[src/rtl/ascon_pkg.sv]
// Shared types and constants for the ASCON-128 control FSM.
// The WAIT_AD/AD states exist only when ASCON_AD_EN is defined.
package ascon_pkg;

    localparam logic [3:0] ROUND_PA_FIRST = 4'd0;
    localparam logic [3:0] ROUND_PB_FIRST = 4'd6;
    localparam logic [3:0] ROUND_LAST     = 4'd11;

    typedef enum logic [3:0] {
        ST_IDLE,
        ST_CONF_INIT,
        ST_INIT,
`ifdef ASCON_AD_EN
        ST_WAIT_AD,
        ST_AD,
`endif
        ST_WAIT_PT,
        ST_PT,
        ST_WAIT_FINAL,
        ST_FINAL,
        ST_END
    } state_t;

endpackage

[src/rtl/ascon_ctrl_fsm.sv]
// ASCON-128 encryption sequencer: drives the sibling round counter and the
// state-register / XOR enables for init, one AD block (ASCON_AD_EN),
// NB_BLOCKS plaintext blocks and tag finalization.
// Build option: define ASCON_AD_EN to include the associated-data phase.
module ascon_ctrl_fsm
    import ascon_pkg::*;
#(
    parameter int NB_BLOCKS = 4
) (
    input  logic       clock_i,
    input  logic       resetb_i,
    input  logic       start_i,
    input  logic       data_valid_i,
    input  logic [3:0] round_i,
    output logic       en_cpt_o,
    output logic       init_a_o,
    output logic       init_b_o,
    output logic       en_reg_state_o,
    output logic       input_mode_o,
    output logic       en_xor_data_o,
    output logic       en_xor_key_begin_o,
    output logic       en_xor_key_end_o,
    output logic       en_xor_lsb_o,
    output logic       data_ready_o,
    output logic       cipher_valid_o,
    output logic       tag_valid_o,
    output logic       done_o
);

    localparam int CNT_W = $clog2(NB_BLOCKS);

    // Count value seen on the last p^b plaintext block; the block after it
    // is absorbed during the p^a finalization instead.
    localparam logic [CNT_W-1:0] LAST_PT = CNT_W'(NB_BLOCKS - 2);

    state_t           state;
    logic [CNT_W-1:0] blk_cnt;

    logic round_last;
    assign round_last = (round_i == ROUND_LAST);

    // State and block-count sequencing.
    always_ff @(posedge clock_i or negedge resetb_i) begin
        // NOTE: sequential state uses non-blocking assignments so every register
        // samples pre-edge values regardless of statement order.
        if (!resetb_i) begin
            state   <= ST_IDLE;
            blk_cnt <= '0;
        end else begin
            unique case (state)
                ST_IDLE: begin
                    if (start_i) state <= ST_CONF_INIT;
                end
                ST_CONF_INIT: state <= ST_INIT;
                ST_INIT: begin
`ifdef ASCON_AD_EN
                    if (round_last) state <= ST_WAIT_AD;
`else
                    if (round_last) state <= ST_WAIT_PT;
`endif
                end
`ifdef ASCON_AD_EN
                ST_WAIT_AD: begin
                    if (data_valid_i) state <= ST_AD;
                end
                ST_AD: begin
                    if (round_last) state <= ST_WAIT_PT;
                end
`endif
                ST_WAIT_PT: begin
                    if (data_valid_i) state <= ST_PT;
                end
                ST_PT: begin
                    if (round_last) begin
                        blk_cnt <= blk_cnt + 1'b1;
                        state   <= (blk_cnt == LAST_PT) ? ST_WAIT_FINAL : ST_WAIT_PT;
                    end
                end
                ST_WAIT_FINAL: begin
                    if (data_valid_i) state <= ST_FINAL;
                end
                ST_FINAL: begin
                    if (round_last) state <= ST_END;
                end
                ST_END: begin
                    state   <= ST_IDLE;
                    blk_cnt <= '0;
                end
                default: begin
                    state   <= ST_IDLE;
                    blk_cnt <= '0;
                end
            endcase
        end
    end

    // Output decode from the current state and round index.
    always_comb begin
        // NOTE: every output is defaulted first so no path through the case
        // leaves one unassigned and infers a latch.
        en_cpt_o           = 1'b0;
        init_a_o           = 1'b0;
        init_b_o           = 1'b0;
        en_reg_state_o     = 1'b0;
        input_mode_o       = 1'b0;
        en_xor_data_o      = 1'b0;
        en_xor_key_begin_o = 1'b0;
        en_xor_key_end_o   = 1'b0;
        en_xor_lsb_o       = 1'b0;
        data_ready_o       = 1'b0;
        cipher_valid_o     = 1'b0;
        tag_valid_o        = 1'b0;
        done_o             = 1'b0;
        unique case (state)
            ST_CONF_INIT: begin
                en_cpt_o       = 1'b1;
                init_a_o       = 1'b1;
                input_mode_o   = 1'b1;
                en_reg_state_o = 1'b1;
            end
            ST_INIT: begin
                en_cpt_o       = 1'b1;
                en_reg_state_o = 1'b1;
                if (round_last) begin
                    en_xor_key_end_o = 1'b1;
                    init_b_o         = 1'b1;
`ifndef ASCON_AD_EN
                    // No AD block: the domain separation bit follows init directly.
                    en_xor_lsb_o     = 1'b1;
`endif
                end
            end
`ifdef ASCON_AD_EN
            ST_AD: begin
                en_cpt_o       = 1'b1;
                en_reg_state_o = 1'b1;
                en_xor_data_o  = (round_i == ROUND_PB_FIRST);
                if (round_last) begin
                    en_xor_lsb_o = 1'b1;
                    init_b_o     = 1'b1;
                end
            end
            ST_WAIT_AD: data_ready_o = 1'b1;
`endif
            ST_WAIT_PT:    data_ready_o = 1'b1;
            ST_WAIT_FINAL: data_ready_o = 1'b1;
            ST_PT: begin
                en_cpt_o       = 1'b1;
                en_reg_state_o = 1'b1;
                en_xor_data_o  = (round_i == ROUND_PB_FIRST);
                cipher_valid_o = (round_i == ROUND_PB_FIRST);
                if (round_last) begin
                    // Reload 0 before the p^a finalization, 6 for another p^b block.
                    if (blk_cnt == LAST_PT) init_a_o = 1'b1;
                    else                    init_b_o = 1'b1;
                end
            end
            ST_FINAL: begin
                en_cpt_o       = 1'b1;
                en_reg_state_o = 1'b1;
                if (round_i == ROUND_PA_FIRST) begin
                    en_xor_data_o      = 1'b1;
                    en_xor_key_begin_o = 1'b1;
                    cipher_valid_o     = 1'b1;
                end
                en_xor_key_end_o = round_last;
            end
            ST_END: begin
                tag_valid_o = 1'b1;
                done_o      = 1'b1;
            end
            default: ;
        endcase
    end

endmodule

[config.mk]
export PLATFORM = sky130hd
export DESIGN_NAME = ascon_ctrl_fsm
export DESIGN_NICKNAME = d
export VERILOG_FILES = /design/src/rtl/ascon_pkg.sv /design/src/rtl/ascon_ctrl_fsm.sv
export SDC_FILE = /design/constraint.sdc
export NUM_CORES = 1
export LEC_CHECK = 0
export ABC_AREA = 0
export ABC_CLOCK_PERIOD_IN_PS = 1300
export BUFFER_PORTS_ARGS = -buffer_cell sky130_fd_sc_hd__buf_2
export CAP_MARGIN = 15
export CORE_AREA = 4 4 41 43
export DETAILED_ROUTE_END_ITERATION = 12
export DIE_AREA = 0 0 45 47
export PLACE_DENSITY = 0.67
export SYNTH_ARGS = -nofsm -noshare
export SYNTH_HDL_FRONTEND = slang
export SYNTH_SLANG_ARGS = --single-unit
[constraint.sdc]
create_clock -name clock_i -period 1.3 [get_ports clock_i]
set_input_delay 0.13 -clock clock_i [delete_from_list [all_inputs] [get_ports clock_i]]
set_output_delay 0.13 -clock clock_i [all_outputs]
set_load 0.05 [all_outputs]
==> run metrics <==
proportion of synthesized area in mux cells=0%; launch point of the worst reg-to-reg path=state[1]; number of flops mapped to enable cells by yosys=0; clock insertion delay at the later pin of the skew report=0.25 ns; area share of the leading cell type in the synthesized netlist=24.57%; commonest cells after routing, fill and taps aside=buf_6 (19), buf_4 (15), buf_2 (8); final estimated routing congestion in global placement=slightly above 0.8; initial core utilization=39.13%; Min-Delay Path Class=in2reg; number of buffers between clock root and the deepest sink=2; standard-cell rows=13; TritonCTS clock tree=yes; post-layout minimum cycle time=1.754 ns; path depth of the worst reg2reg path=8; most frequently used flop master after synthesis=dfrtp_1; delay contributed by the slowest stage of the critical path=~0.4 ns; Mapped Nets=71; P per Cell Area=2446 nW/um^2; starting DRC count in detailed routing=11; final wirelength=1.878 mm; Worst Setup EP=cipher_valid_o; ANT nets after route=0; Critical Path RT=1.17 ns; post-synthesis sequential area ratio=24.57%; top achievable clock speed=0.5702 GHz; area of the mapped netlist=509.2 um^2; layout net count=116; most common cell after layout, fill and taps aside=buf_6; endpoint of the most critical register-to-register path=state[0]; post-synthesis share of cell area spent on full adders, half adders and majority gates=around 5%; first-pass GRT wire length=2.794 mm; number of buffers and inverters on the critical path=1; number of buffers created by CTS=3; synth top area cells=dfrtp_1 (25%), nand2b_1 (7.4%), ha_1 (4.9%); run status=complete, but fails checks; biggest area consumer among synthesized cells=dfrtp_1; Filler Cell Count=74; most congested layer reported by global routing=met2; library cell contributing the largest single delay on the critical path=or3b_4; largest net degree at the start of global routing=9; R2R Setup Slk=-0.34 ns; endpoint type of the worst setup path=primary output; arrival time of data at the critical path endpoint=1.62 ns; Worst path top cell family by delay=simple AND/OR/NAND/NOR gates; number of H-tree branching levels=1; Worst Clk Skew=0.0008280 ns; wire per inst=15.65 um; average cell area after synthesis=8.348 um^2; top-level port count=21; Die Outline Area=roughly 2100 um^2; final hold viol count=0; async set or reset register ratio after synthesis=100.0%; number of iterations in the first detailed-routing pass=4; routed via count=about 660; Yosys cell types=32; DIE WIDTH=45 um; met3 layer usage reported by global route=3.448%; synthesized instance count=61; startpoint of the most critical setup path=state[1]; routing usage on met1=23.96%; Synth warnings=0; count of max-cap constraint violations=0; proportion of layout cells with a drive suffix above 1=69.52%; detailed-route DRC error count=0; maximum fanout along the worst path=2; die extent in y=between 40 and 50 um; clock root buffer=clkbuf_4; number of antenna violations at the first check in global routing=0; vias in the first global route=613; Final Hold Slack=0.2128 ns; critical path type=reg2out; total overflow reported by the global router=0; peak supply drop=about 1.4 mV; sink count of the clock tree=5; Diodes inserted=0; largest family of logic cells by synthesized area=simple AND/OR/NAND/NOR gates; worst path cell trace=or3b_4 -> a2111oi_4 -> buf_6; remaining max-slew budget at the tightest pin=roughly three quarters; final max-slew violation count=0; core region area=1301 um^2; overall global routing resource usage=18.33%; GR Util met2=29.94%; half-perimeter wire length after placement=~1.0 mm; Synth Area in XOR/XNOR=1.720%; violations in the final reports=setup timing; number of synthesized register bits=5; leakage power=0.0004745 uW; PortBufs=20; via density per instance=5.483; RSZ-0062 raised after global routing=true; category of the worst setup path launch point=flip-flop; final-report setup violation count=18; share of the clock period used by the worst path after layout=134.9%; clock slew at reported path FFs=0.05 ns; area added between synthesis and finish=119.2%; Final Core Density=between 80% and 90%; fraction of the mapped netlist area in simple logic gates=37.59%; worst setup slack after layout=-0.4537 ns; total number of cells along the worst setup path=3; actual transition at the worst max-transition pin=between 0.3 and 0.4 ns; Synth Area in Compound Gates=19.66%
[area by class of cell]
cell class	instances	area, um^2	area share (%)
Tap cell	15	18.77	1.682
Timing Repair Buffer	47	436.7	39.13
Sequential cell	5	125.1	11.21
Clock buffer	4	26.28	2.354
Inverter	3	11.26	1.009
Multi-Input combinational cell	46	498.0	44.62
[worst reg2reg max path, cell delays in order, from the launching register on]
cell and delay (ns):
dfrtp_1 0.38, buf_6 0.12, buf_4 0.13, buf_6 0.11, buf_4 0.13, buf_6 0.12
or3b_1 0.34, a21oi_1 0.13, a221o_1 0.12
[registers in the layout, indices dropped and copies added (netlist names)]
register / flops
blk_cnt: 2
state: 3
[kinds of logic after synthesis]
kind of cell,after synthesis
simple gates,29
compound gates,14
buf+inv,10
flops,5
fa+ha+maj,2
xor+xnor,1
[how the worst min path moves through the flow]
stage                             from          to  cells after the start
final                     data_valid_i    state[2]                      3
after global routing      data_valid_i    state[2]                      3
after global placement        resetb_i  blk_cnt[1]                      1
after floorplan               resetb_i  blk_cnt[0]                      0
after detailed placement      resetb_i  blk_cnt[1]                      1
after CTS                 data_valid_i    state[2]                      3
[stage by stage]
step           setup TNS (ns)  total power, uW  area, um^2  worst slack [ns]  instances
2_1_floorplan          -1.667             1608       663.1           -0.6259         61
3_3_place_gp          -0.8962             1873       828.3           -0.2019        105
3_5_place_dp          -0.9955             1886       828.3           -0.2275        105
4_1_cts                -3.098             2505        1040           -0.4166        117
5_1_grt                -6.334             2889        1116           -0.5219        120
6_report               -5.194             2730        1116           -0.4537        120
[Yosys cell counts, drive strengths merged, types with 2 or more instances]
library cell,count
buf,6
or3b,2
nor4,4
o22ai,2
nand2b,6
nand2,3
nor2,3
nand3b,2
inv,3
ha,2
a21oi,4
dfrtp,5
and2,2
[repair_timing]
| action | CTS | global route |
|---|---|---|
| hold endpoints to repair | 5 | 0 |
| gates cloned | 1 | 0 |
| setup endpoints to repair | 15 | 18 |
| pin swaps | 6 | 11 |
| hold buffers | 1 | 0 |
| setup buffers | 6 | 3 |
| gates resized for setup | 38 | 12 |
[power by group]
part | switching [uW] | internal, uW | leakage, uW | total, uW
Clock | 73.5 | 117 | 0.0000150 | 190
Combinational | 1160 | 1080 | 0.000404 | 2240
Sequential | 66.2 | 229 | 0.0000554 | 295
[per-layer routing]
metal / vias up / wire [um]
met5: - / 0
met4: 0 / 11
met3: 4 / 103
met2: 29 / 1012
met1: 319 / 751
li1: 306 / -
No activity file was read; power rests on OpenSTA's default activity.
